`src/rtl/alu_issue_if.sv`:
```
// alu_issue_if: bundle of the upstream issue handshake, the ALU operand/response
// pair and the downstream result handshake used by alu_issue.
// ALU_ISSUE_ILLEGAL_TRAP_EN adds the o_res_illegal flag to the result side.
interface alu_issue_if;
    // Upstream (decode / register read)
    logic        i_valid;
    logic        o_ready;
    logic [31:0] i_instr;
    logic [31:0] i_pc;
    logic [31:0] i_rs1_data;
    logic [31:0] i_rs2_data;
    // ALU side
    logic [31:0] o_alu_a;
    logic [31:0] o_alu_b;
    logic [3:0]  o_alu_op;
    logic [31:0] i_alu_result;
    logic        i_alu_zero;
    // Downstream (writeback / PC update)
    logic        o_res_valid;
    logic        i_res_ready;
    logic [31:0] o_res_data;
    logic [4:0]  o_res_rd;
    logic        o_res_we;
    logic        o_res_is_branch;
    logic        o_res_taken;
    logic [31:0] o_res_target;
`ifdef ALU_ISSUE_ILLEGAL_TRAP_EN
    logic        o_res_illegal;
`endif

    // Block side
    modport slave (
`ifdef ALU_ISSUE_ILLEGAL_TRAP_EN
        output o_res_illegal,
`endif
        input  i_valid, i_instr, i_pc, i_rs1_data, i_rs2_data,
        input  i_alu_result, i_alu_zero, i_res_ready,
        output o_ready, o_alu_a, o_alu_b, o_alu_op,
        output o_res_valid, o_res_data, o_res_rd, o_res_we,
        output o_res_is_branch, o_res_taken, o_res_target
    );

    // Environment side (upstream, ALU and downstream together)
    modport master (
`ifdef ALU_ISSUE_ILLEGAL_TRAP_EN
        input  o_res_illegal,
`endif
        output i_valid, i_instr, i_pc, i_rs1_data, i_rs2_data,
        output i_alu_result, i_alu_zero, i_res_ready,
        input  o_ready, o_alu_a, o_alu_b, o_alu_op,
        input  o_res_valid, o_res_data, o_res_rd, o_res_we,
        input  o_res_is_branch, o_res_taken, o_res_target
    );
endinterface

```
`src/rtl/alu_issue.sv`:
```
// alu_issue: two-stage issue/retire block around the RV32I ALU.
// Stage 1 holds decoded operands/op presented to the ALU; stage 2 captures the
// ALU response as a writeback/branch result. Full-pipeline stall, no skid buffer.
// Optional: ALU_ISSUE_ILLEGAL_TRAP_EN carries illegal instructions through as
// flagged no-write entries; without it they are accepted and dropped.
module alu_issue #(
    parameter int unsigned XLEN         = 32,
    parameter logic [31:0] RESET_PC_TGT = 32'h0000_0000
) (
    input  logic       i_clk,
    input  logic       i_rst_n,
    alu_issue_if.slave bus
);
    localparam logic [6:0] OPC_OP    = 7'b0110011;
    localparam logic [6:0] OPC_IMM   = 7'b0010011;
    localparam logic [6:0] OPC_LUI   = 7'b0110111;
    localparam logic [6:0] OPC_AUIPC = 7'b0010111;
    localparam logic [6:0] OPC_BR    = 7'b1100011;

    localparam logic [6:0] F7_ZERO = 7'b0000000;
    localparam logic [6:0] F7_ALT  = 7'b0100000;

    localparam logic [3:0] ALU_ADD  = 4'b0000;
    localparam logic [3:0] ALU_SLL  = 4'b0001;
    localparam logic [3:0] ALU_SRL  = 4'b0101;
    localparam logic [3:0] ALU_SUB  = 4'b1000;
    localparam logic [3:0] ALU_SRA  = 4'b1101;
    localparam logic [3:0] ALU_BNE  = 4'b1111;
    localparam logic [3:0] ALU_BLT  = 4'b1100;
    localparam logic [3:0] ALU_BGE  = 4'b1011;
    localparam logic [3:0] ALU_BLTU = 4'b1010;
    localparam logic [3:0] ALU_BGEU = 4'b1001;

    // Instruction fields and immediates
    logic [6:0]      opc;
    logic [2:0]      f3;
    logic [6:0]      f7;
    logic [4:0]      rd;
    logic [XLEN-1:0] imm_i;
    logic [XLEN-1:0] imm_u;
    logic [XLEN-1:0] imm_b;
    logic [XLEN-1:0] shamt;

    assign opc   = bus.i_instr[6:0];
    assign rd    = bus.i_instr[11:7];
    assign f3    = bus.i_instr[14:12];
    assign f7    = bus.i_instr[31:25];
    assign imm_i = {{20{bus.i_instr[31]}}, bus.i_instr[31:20]};
    assign imm_u = {bus.i_instr[31:12], 12'b0};
    assign imm_b = {{19{bus.i_instr[31]}}, bus.i_instr[31], bus.i_instr[7],
                    bus.i_instr[30:25], bus.i_instr[11:8], 1'b0};
    assign shamt = {27'b0, bus.i_instr[24:20]};

    // Decoded stage-1 payload
    logic [XLEN-1:0] dec_a;
    logic [XLEN-1:0] dec_b;
    logic [XLEN-1:0] dec_tgt;
    logic [3:0]      dec_op;
    logic            dec_br;
    logic            dec_ill;
    logic            dec_we;

    // Stage-1 registers (drive the ALU)
    logic            vld_p1;
    logic [XLEN-1:0] a_p1;
    logic [XLEN-1:0] b_p1;
    logic [3:0]      op_p1;
    logic [4:0]      rd_p1;
    logic            we_p1;
    logic            br_p1;
    logic [XLEN-1:0] tgt_p1;

    // Stage-2 registers (result)
    logic            vld_p2;
    logic [XLEN-1:0] data_p2;
    logic [4:0]      rd_p2;
    logic            we_p2;
    logic            br_p2;
    logic            taken_p2;
    logic [XLEN-1:0] tgt_p2;

    // Handshake
    logic ready;
    logic accept;
    logic load_p1;
    logic adv;

    assign ready   = !vld_p1 || !vld_p2 || bus.i_res_ready;
    assign accept  = bus.i_valid && ready;
    assign adv     = vld_p1 && (!vld_p2 || bus.i_res_ready);
    assign dec_we  = !dec_ill && !dec_br && (rd != 5'd0);
    assign dec_tgt = bus.i_pc + imm_b;

`ifdef ALU_ISSUE_ILLEGAL_TRAP_EN
    logic ill_p1;
    logic ill_p2;
    assign load_p1           = accept;
    assign bus.o_res_illegal = ill_p2;
`else
    assign load_p1 = accept && !dec_ill;
`endif

    // Decode instruction word into ALU operands, op select and legality
    always_comb begin
        dec_a   = bus.i_rs1_data;
        dec_b   = bus.i_rs2_data;
        dec_op  = ALU_ADD;
        dec_br  = 1'b0;
        dec_ill = 1'b0;
        case (opc)
            OPC_OP: begin
                if (f7 == F7_ZERO) begin
                    dec_op = {1'b0, f3};
                end else if (f7 == F7_ALT && (f3 == 3'b000 || f3 == 3'b101)) begin
                    dec_op = {1'b1, f3};
                end else begin
                    dec_ill = 1'b1;
                end
            end
            OPC_IMM: begin
                dec_b = imm_i;
                case (f3)
                    3'b000: dec_op = ALU_ADD;
                    3'b001: begin
                        dec_b   = shamt;
                        dec_op  = ALU_SLL;
                        dec_ill = (f7 != F7_ZERO);
                    end
                    3'b101: begin
                        dec_b = shamt;
                        if (f7 == F7_ZERO) begin
                            dec_op = ALU_SRL;
                        end else if (f7 == F7_ALT) begin
                            dec_op = ALU_SRA;
                        end else begin
                            dec_ill = 1'b1;
                        end
                    end
                    default: dec_op = {1'b0, f3};
                endcase
            end
            OPC_LUI: begin
                dec_a = '0;
                dec_b = imm_u;
            end
            OPC_AUIPC: begin
                dec_a = bus.i_pc;
                dec_b = imm_u;
            end
            OPC_BR: begin
                dec_br = 1'b1;
                case (f3)
                    3'b000:  dec_op = ALU_SUB;   // BEQ: zero flag of a-b
                    3'b001:  dec_op = ALU_BNE;
                    3'b100:  dec_op = ALU_BLT;
                    3'b101:  dec_op = ALU_BGE;
                    3'b110:  dec_op = ALU_BLTU;
                    3'b111:  dec_op = ALU_BGEU;
                    default: dec_ill = 1'b1;
                endcase
            end
            default: dec_ill = 1'b1;
        endcase
        if (dec_ill) begin
            dec_br = 1'b0;
        end
    end

    // Stage 1: capture decoded instruction on accept, empty when it advances
    always_ff @(posedge i_clk or negedge i_rst_n) begin
        if (!i_rst_n) begin
            vld_p1 <= 1'b0;
            a_p1   <= '0;
            b_p1   <= '0;
            op_p1  <= ALU_ADD;
            rd_p1  <= '0;
            we_p1  <= 1'b0;
            br_p1  <= 1'b0;
            tgt_p1 <= '0;
`ifdef ALU_ISSUE_ILLEGAL_TRAP_EN
            ill_p1 <= 1'b0;
`endif
        end else begin
            if (load_p1) begin
                vld_p1 <= 1'b1;
            end else if (adv) begin
                vld_p1 <= 1'b0;
            end
            if (load_p1) begin
                a_p1   <= dec_a;
                b_p1   <= dec_b;
                op_p1  <= dec_op;
                rd_p1  <= rd;
                we_p1  <= dec_we;
                br_p1  <= dec_br;
                tgt_p1 <= dec_tgt;
`ifdef ALU_ISSUE_ILLEGAL_TRAP_EN
                ill_p1 <= dec_ill;
`endif
            end
        end
    end

    // Stage 2: capture ALU response with stage-1 fields; hold while stalled
    always_ff @(posedge i_clk or negedge i_rst_n) begin
        if (!i_rst_n) begin
            vld_p2   <= 1'b0;
            data_p2  <= '0;
            rd_p2    <= '0;
            we_p2    <= 1'b0;
            br_p2    <= 1'b0;
            taken_p2 <= 1'b0;
            tgt_p2   <= RESET_PC_TGT;
`ifdef ALU_ISSUE_ILLEGAL_TRAP_EN
            ill_p2   <= 1'b0;
`endif
        end else begin
            if (adv) begin
                vld_p2 <= 1'b1;
            end else if (bus.i_res_ready) begin
                vld_p2 <= 1'b0;
            end
            if (adv) begin
                data_p2  <= bus.i_alu_result;
                rd_p2    <= rd_p1;
                we_p2    <= we_p1;
                br_p2    <= br_p1;
                taken_p2 <= br_p1 && bus.i_alu_zero;
                tgt_p2   <= tgt_p1;
`ifdef ALU_ISSUE_ILLEGAL_TRAP_EN
                ill_p2   <= ill_p1;
`endif
            end
        end
    end

    assign bus.o_ready         = ready;
    assign bus.o_alu_a         = a_p1;
    assign bus.o_alu_b         = b_p1;
    assign bus.o_alu_op        = op_p1;
    assign bus.o_res_valid     = vld_p2;
    assign bus.o_res_data      = data_p2;
    assign bus.o_res_rd        = rd_p2;
    assign bus.o_res_we        = we_p2;
    assign bus.o_res_is_branch = br_p2;
    assign bus.o_res_taken     = taken_p2;
    assign bus.o_res_target    = tgt_p2;
endmodule
```
`src/flat_wrapper.sv`:
```
// flat-port wrapper written by rule: the top's interface ports become plain ports
module alu_issue_flat 
#(
    parameter int unsigned XLEN         = 32,
    parameter logic [31:0] RESET_PC_TGT = 32'h0000_0000
)
  (i_clk, i_rst_n, bus_i_valid, bus_i_instr, bus_i_pc, bus_i_rs1_data, bus_i_rs2_data, bus_i_alu_result, bus_i_alu_zero, bus_i_res_ready, bus_o_ready, bus_o_alu_a, bus_o_alu_b, bus_o_alu_op, bus_o_res_valid, bus_o_res_data, bus_o_res_rd, bus_o_res_we, bus_o_res_is_branch, bus_o_res_taken, bus_o_res_target);
  alu_issue_if bus_i ();
  input  logic i_clk;
  input  logic i_rst_n;
  input wire logic [$bits(bus_i.i_valid)-1:0] bus_i_valid;
  input wire logic [$bits(bus_i.i_instr)-1:0] bus_i_instr;
  input wire logic [$bits(bus_i.i_pc)-1:0] bus_i_pc;
  input wire logic [$bits(bus_i.i_rs1_data)-1:0] bus_i_rs1_data;
  input wire logic [$bits(bus_i.i_rs2_data)-1:0] bus_i_rs2_data;
  input wire logic [$bits(bus_i.i_alu_result)-1:0] bus_i_alu_result;
  input wire logic [$bits(bus_i.i_alu_zero)-1:0] bus_i_alu_zero;
  input wire logic [$bits(bus_i.i_res_ready)-1:0] bus_i_res_ready;
  output wire logic [$bits(bus_i.o_ready)-1:0] bus_o_ready;
  output wire logic [$bits(bus_i.o_alu_a)-1:0] bus_o_alu_a;
  output wire logic [$bits(bus_i.o_alu_b)-1:0] bus_o_alu_b;
  output wire logic [$bits(bus_i.o_alu_op)-1:0] bus_o_alu_op;
  output wire logic [$bits(bus_i.o_res_valid)-1:0] bus_o_res_valid;
  output wire logic [$bits(bus_i.o_res_data)-1:0] bus_o_res_data;
  output wire logic [$bits(bus_i.o_res_rd)-1:0] bus_o_res_rd;
  output wire logic [$bits(bus_i.o_res_we)-1:0] bus_o_res_we;
  output wire logic [$bits(bus_i.o_res_is_branch)-1:0] bus_o_res_is_branch;
  output wire logic [$bits(bus_i.o_res_taken)-1:0] bus_o_res_taken;
  output wire logic [$bits(bus_i.o_res_target)-1:0] bus_o_res_target;
  assign bus_i.i_valid = bus_i_valid;
  assign bus_i.i_instr = bus_i_instr;
  assign bus_i.i_pc = bus_i_pc;
  assign bus_i.i_rs1_data = bus_i_rs1_data;
  assign bus_i.i_rs2_data = bus_i_rs2_data;
  assign bus_i.i_alu_result = bus_i_alu_result;
  assign bus_i.i_alu_zero = bus_i_alu_zero;
  assign bus_i.i_res_ready = bus_i_res_ready;
  assign bus_o_ready = bus_i.o_ready;
  assign bus_o_alu_a = bus_i.o_alu_a;
  assign bus_o_alu_b = bus_i.o_alu_b;
  assign bus_o_alu_op = bus_i.o_alu_op;
  assign bus_o_res_valid = bus_i.o_res_valid;
  assign bus_o_res_data = bus_i.o_res_data;
  assign bus_o_res_rd = bus_i.o_res_rd;
  assign bus_o_res_we = bus_i.o_res_we;
  assign bus_o_res_is_branch = bus_i.o_res_is_branch;
  assign bus_o_res_taken = bus_i.o_res_taken;
  assign bus_o_res_target = bus_i.o_res_target;
  alu_issue #(.XLEN(XLEN), .RESET_PC_TGT(RESET_PC_TGT)) u_core (.i_clk(i_clk), .i_rst_n(i_rst_n), .bus(bus_i));
endmodule
```
`config.mk`:
```
export PLATFORM = sky130hd
export DESIGN_NAME = alu_issue_flat
export DESIGN_NICKNAME = d
export VERILOG_FILES = /design/src/rtl/alu_issue_if.sv /design/src/rtl/alu_issue.sv /design/src/flat_wrapper.sv
export SDC_FILE = /design/constraint.sdc
export NUM_CORES = 1
export LEC_CHECK = 0
export BUFFER_PORTS_ARGS = -buffer_cell sky130_fd_sc_hd__buf_2
export CAP_MARGIN = 20
export CORE_ASPECT_RATIO = 2
export CORE_MARGIN = 10
export CORE_UTILIZATION = 55
export DETAILED_ROUTE_END_ITERATION = 7
export GPL_TIMING_DRIVEN = 0
export PLACE_DENSITY = 0.86
export SLEW_MARGIN = 20
export SYNTH_ARGS = -nofsm -noshare
export SYNTH_HDL_FRONTEND = slang
export SYNTH_SLANG_ARGS = --single-unit
```
`constraint.sdc`:
```
create_clock -name i_clk -period 2.87 [get_ports i_clk]
set_input_delay 0.1435 -clock i_clk [delete_from_list [all_inputs] [get_ports i_clk]]
set_output_delay 0.1435 -clock i_clk [all_outputs]
set_load 0.1 [all_outputs]
```
==> flow_metrics.py <==
metrics = {
    "outcome": {
        "status": "complete, no violations",
    },
    "clocking": {
        "clk_pin_slew_ns": 0.07,
        "cts_made_buffers": 17,
        "cts_tree": "yes",
        "cts_setup_buffers": 0,
        "clock_path_buffers": 2,
        "htreeDepth": 4,
        "cts_sinks": 181,
        "cts.root.buffer_cell": "clkbuf_16",
        "clk_latency_ns": 0.44,
    },
    "synth": {
        "synth_top_family_by_area": "compound AO/OA/AOI/OAI gates",
        "yosys.area_share.simple_pct": 14.3,
        "syn-cell-area_um2": 9260,
        "ys_seq_elements": 181,
        "synth_edf_count": 0,
        "synth_compound_area_share_pct": 18.7,
        "synth_ff_type": "dfrtp_1",
        "synthXorXnorAreaFrac_pct": 1.89,
        "synth-async-reset-ratio_pct": 100,
        "synthAdderAreaFrac_pct": 4.27,
        "netlist_instances": 919,
        "synth_cell_types": 60,
        "avgSynthCellArea_um2": 10.1,
        "synth-seq-area-share_pct": 48.9,
        "yosys_warnings": 0,
        "muxShareOfSynthArea_pct": 8.64,
        "synth_nets": 1115,
    },
    "route": {
        "drt_wl_total_mm": 36.9,
        "drc": 0,
        "via_per_inst": 6.22,
        "first_pass_iters": 5,
        "drtIter0Drc": 735,
        "wl_per_cell_um": 24.0,
        "ant_nets": 0,
        "vias": 9575,
    },
    "grt": {
        "grt_pass1_vias": 10000,
        "grt_pass1_wl_mm": 55.4,
        "grtUsageTotal_pct": 30.6,
        "gr-total-overflow": 0,
        "use_met3_pct": 6.71,
        "grt_util_met1_pct": 30.9,
        "grt_max_degree": 66,
        "use_met2_pct": 54.5,
        "antenna_found_initial": 10,
        "grt.busiest_layer": "met2",
    },
    "timing": {
        "rsz0062_at_grt": "no",
        "setup_violations": 0,
        "tightest_slew_ns": 0.854,
        "finalCritPeriodShare_pct": 95.0,
        "slew_viol_final": 0,
        "fin_crit_ns": 2.73,
        "max_freq_mhz": 367,
        "final_hold_viol_count": 0,
        "clock_skew_ns": 0.00840,
        "slew_headroom_pct": 42.9,
    },
    "finish": {
        "seq_area_um2": 4530,
        "fill_cells": 1104,
        "final_area_um2": 12400,
        "final_net_count": 1506,
        "multiInputGateArea_um2": 4450,
        "post-route-util_pct": 74.4,
        "final_cell_count_no_fill": 1540,
        "syn2layout_area_growth_pct": 34.0,
        "drive_gt1_share_pct": 33.2,
    },
    "power_and_ir_drop": {
        "vdd_ir_drop_max_v": 0.000605,
        "total_power_uw": 11100,
        "leakage_uw": 0.00623,
        "p_per_area_nw_per_um2": 898,
    },
    "critical_path": {
        "r2r-start": "u_core.bus.o_res_valid",
        "crit_arrival_ns": 3.05,
        "cp_max_fo": 10,
        "worstReg2RegEnd": "u_core.bus.o_alu_b[1]",
        "r2r_cells": 9,
        "required_ns": 3.19,
        "startpoint_type": "register",
        "r2r_slack_ns": 0.14,
        "criticalPathCategory": "register to register",
        "end_kind": "register",
    },
    "die": {
        "start_util_pct": 55.5,
        "core_area_um2": 16700,
        "die_h_um": 203,
        "dieArea_um2": 22700,
        "dieWidth_um": 112,
        "rows": 67,
        "io_pins": 307,
    },
    "hold_path": {
        "worstHoldStart": "bus_i_rs1_data[21]",
        "holdCritPathClass": "input port to register",
        "hold_depth": 3,
        "holdPathEnd": "u_core.bus.o_alu_a[21]",
    },
    "place": {
        "port_buffers": 304,
        "dp_cells": 1432,
        "hpwl_mm": 25.6,
        "place_area_um2": 11100,
        "place_congestion": 0.927,
    },
    "run": {
        "cap_violations": 0,
    },
}
-- how the worst max path moves through the flow --
stage	startpoint	to	slack (ns)	cells after the start
after floorplan	u_core.bus.o_res_valid	u_core.bus.o_alu_b[1]	0.002	8
after global placement	i_rst_n	u_core.bus.o_res_valid	-1.75	1
after detailed placement	bus_i_instr[8]	u_core.tgt_p1[25]	-0.11	10
after CTS	bus_i_instr[10]	u_core.tgt_p1[25]	0.05	10
after global routing	bus_i_instr[7]	u_core.tgt_p1[28]	0.05	10
final	u_core.bus.o_res_valid	u_core.bus.o_alu_b[1]	0.14	9
-- per-layer routing --
metal	vias up	wire (µm)	share of wire, %
met4	0	2550	6.9
met3	183	2760	7.5
li1	4126	-	-
met2	645	19300	52
met5	-	0	0
met1	4621	12300	33
-- what timing repair did --
action,in CTS,in global routing
hold buffers,65,1
gates resized for setup,0,2
setup endpoints to repair,0,4
hold endpoints to repair,117,1
-- power by group --
part           switching [µW]  internal, µW
logic                    4280           938
registers                 365          3130
clock network            1090          1340
total                    5730          5420
-- placed cells by master (no fill, tap or decap), types with 7 or more instances in the layout --
cell type | synthesis | final
dlygate4sd3_1 | 0 | 66
o21ai_0 | 87 | 87
nor3_1 | 11 | 10
a21o_1 | 15 | 15
xor2_1 | 9 | 9
inv_1 | 10 | 10
a221oi_1 | 32 | 32
nand4_1 | 7 | 7
dfrtp_1 | 181 | 180
clkbuf_1 | 40 | 40
o21a_1 | 11 | 11
xnor2_1 | 11 | 11
nand3_1 | 9 | 9
nand2_1 | 142 | 142
nor2_1 | 51 | 51
ha_1 | 30 | 30
buf_2 | 15 | 318
mux2_2 | 71 | 71
o211ai_1 | 9 | 9
a21oi_1 | 62 | 62
nor3b_1 | 32 | 32
clkbuf_16 | 0 | 17
diode_2 | 0 | 11
-- per-stage QoR --
stage	TNS (ns)	worst slack, ns	hold slack, ns
after floorplan	0	0.00234	-0.152
after global placement	-206.39	-1.75	0.376
after detailed placement	-0.277	-0.109	0.0945
after CTS	0	0.0536	0.000434
after global routing	0	0.0510	0.0245
final	0	0.144	0.00376
-- cell usage after synthesis, types with 2 or more instances --
master	count	area, µm²
dfrtp_1	181	4530
nand2_1	142	533
o21ai_0	87	435
mux2_2	71	800
a21oi_1	62	310
nor2_1	51	191
clkbuf_1	40	150
a221oi_1	32	280
nor3b_1	32	240
ha_1	30	375
a21o_1	15	113
buf_2	15	75.1
nor3_1	11	55.1
o21a_1	11	82.6
xnor2_1	11	96.3
inv_1	10	37.5
nand3_1	9	45.0
o211ai_1	9	67.6
xor2_1	9	78.8
nand4_1	7	43.8
nand2b_1	6	37.5
a211oi_1	5	37.5
a22o_1	5	43.8
o21bai_1	5	37.5
o31ai_1	5	37.5
a2111oi_0	4	35.0
a31oi_1	4	25.0
and2_1	4	25.0
nor2b_1	4	25.0
o21ai_1	4	20.0
buf_4	3	22.5
a2111o_1	2	22.5
a311oi_1	2	17.5
a31o_2	2	17.5
a41oi_1	2	17.5
nor4_4	2	42.5
o41ai_1	2	17.5
-- state kept, by name, indices dropped and copies added, names as in the netlist --
name	flops
u_core.bus.o_alu_a	32
u_core.br_p1	1
u_core.bus.o_res_we	1
u_core.bus.o_res_rd	5
u_core.bus.o_res_taken	1
u_core.bus.o_res_is_branch	1
u_core.bus.o_alu_op	4
u_core.bus.o_res_valid	1
u_core.bus.o_res_target	32
u_core.bus.o_alu_b	32
u_core.vld_p1	1
u_core.tgt_p1	32
u_core.bus.o_res_data	32
u_core.rd_p1	5
u_core.we_p1	1
-- kinds of logic after synthesis --
logic type / Yosys count
muxes: 71
AOI/OAI and AO/OA: 269
DFF: 181
xor gates and xnor gates: 20
buffers and inverters: 69
and+or+nand+nor: 278
adders and majority gates: 31
-- critical path, stage by stage, from the launching register on --
cell and delay, ns:
dfrtp_4 0.48, nand3b_1 0.27, o311ai_4 0.17, a2111o_1 0.34, buf_6 0.16, buf_6 0.15
buf_4 0.18, a221oi_1 0.21, dlygate4sd3_1 0.59, nor2_1 0.04
-- cell type report --
cell class / count / area share [%]
diodes: 11 / 0.222
plain buffers: 59 / 2.12
clock buffers: 19 / 3.65
clock inverters: 12 / 1.16
inverters: 10 / 0.302
multi-input cells: 669 / 35.8
flip-flops and latches: 181 / 36.5
well taps: 207 / 2.09
repair buffers: 372 / 18.1
No activity file was read; power rests on OpenSTA's default activity.
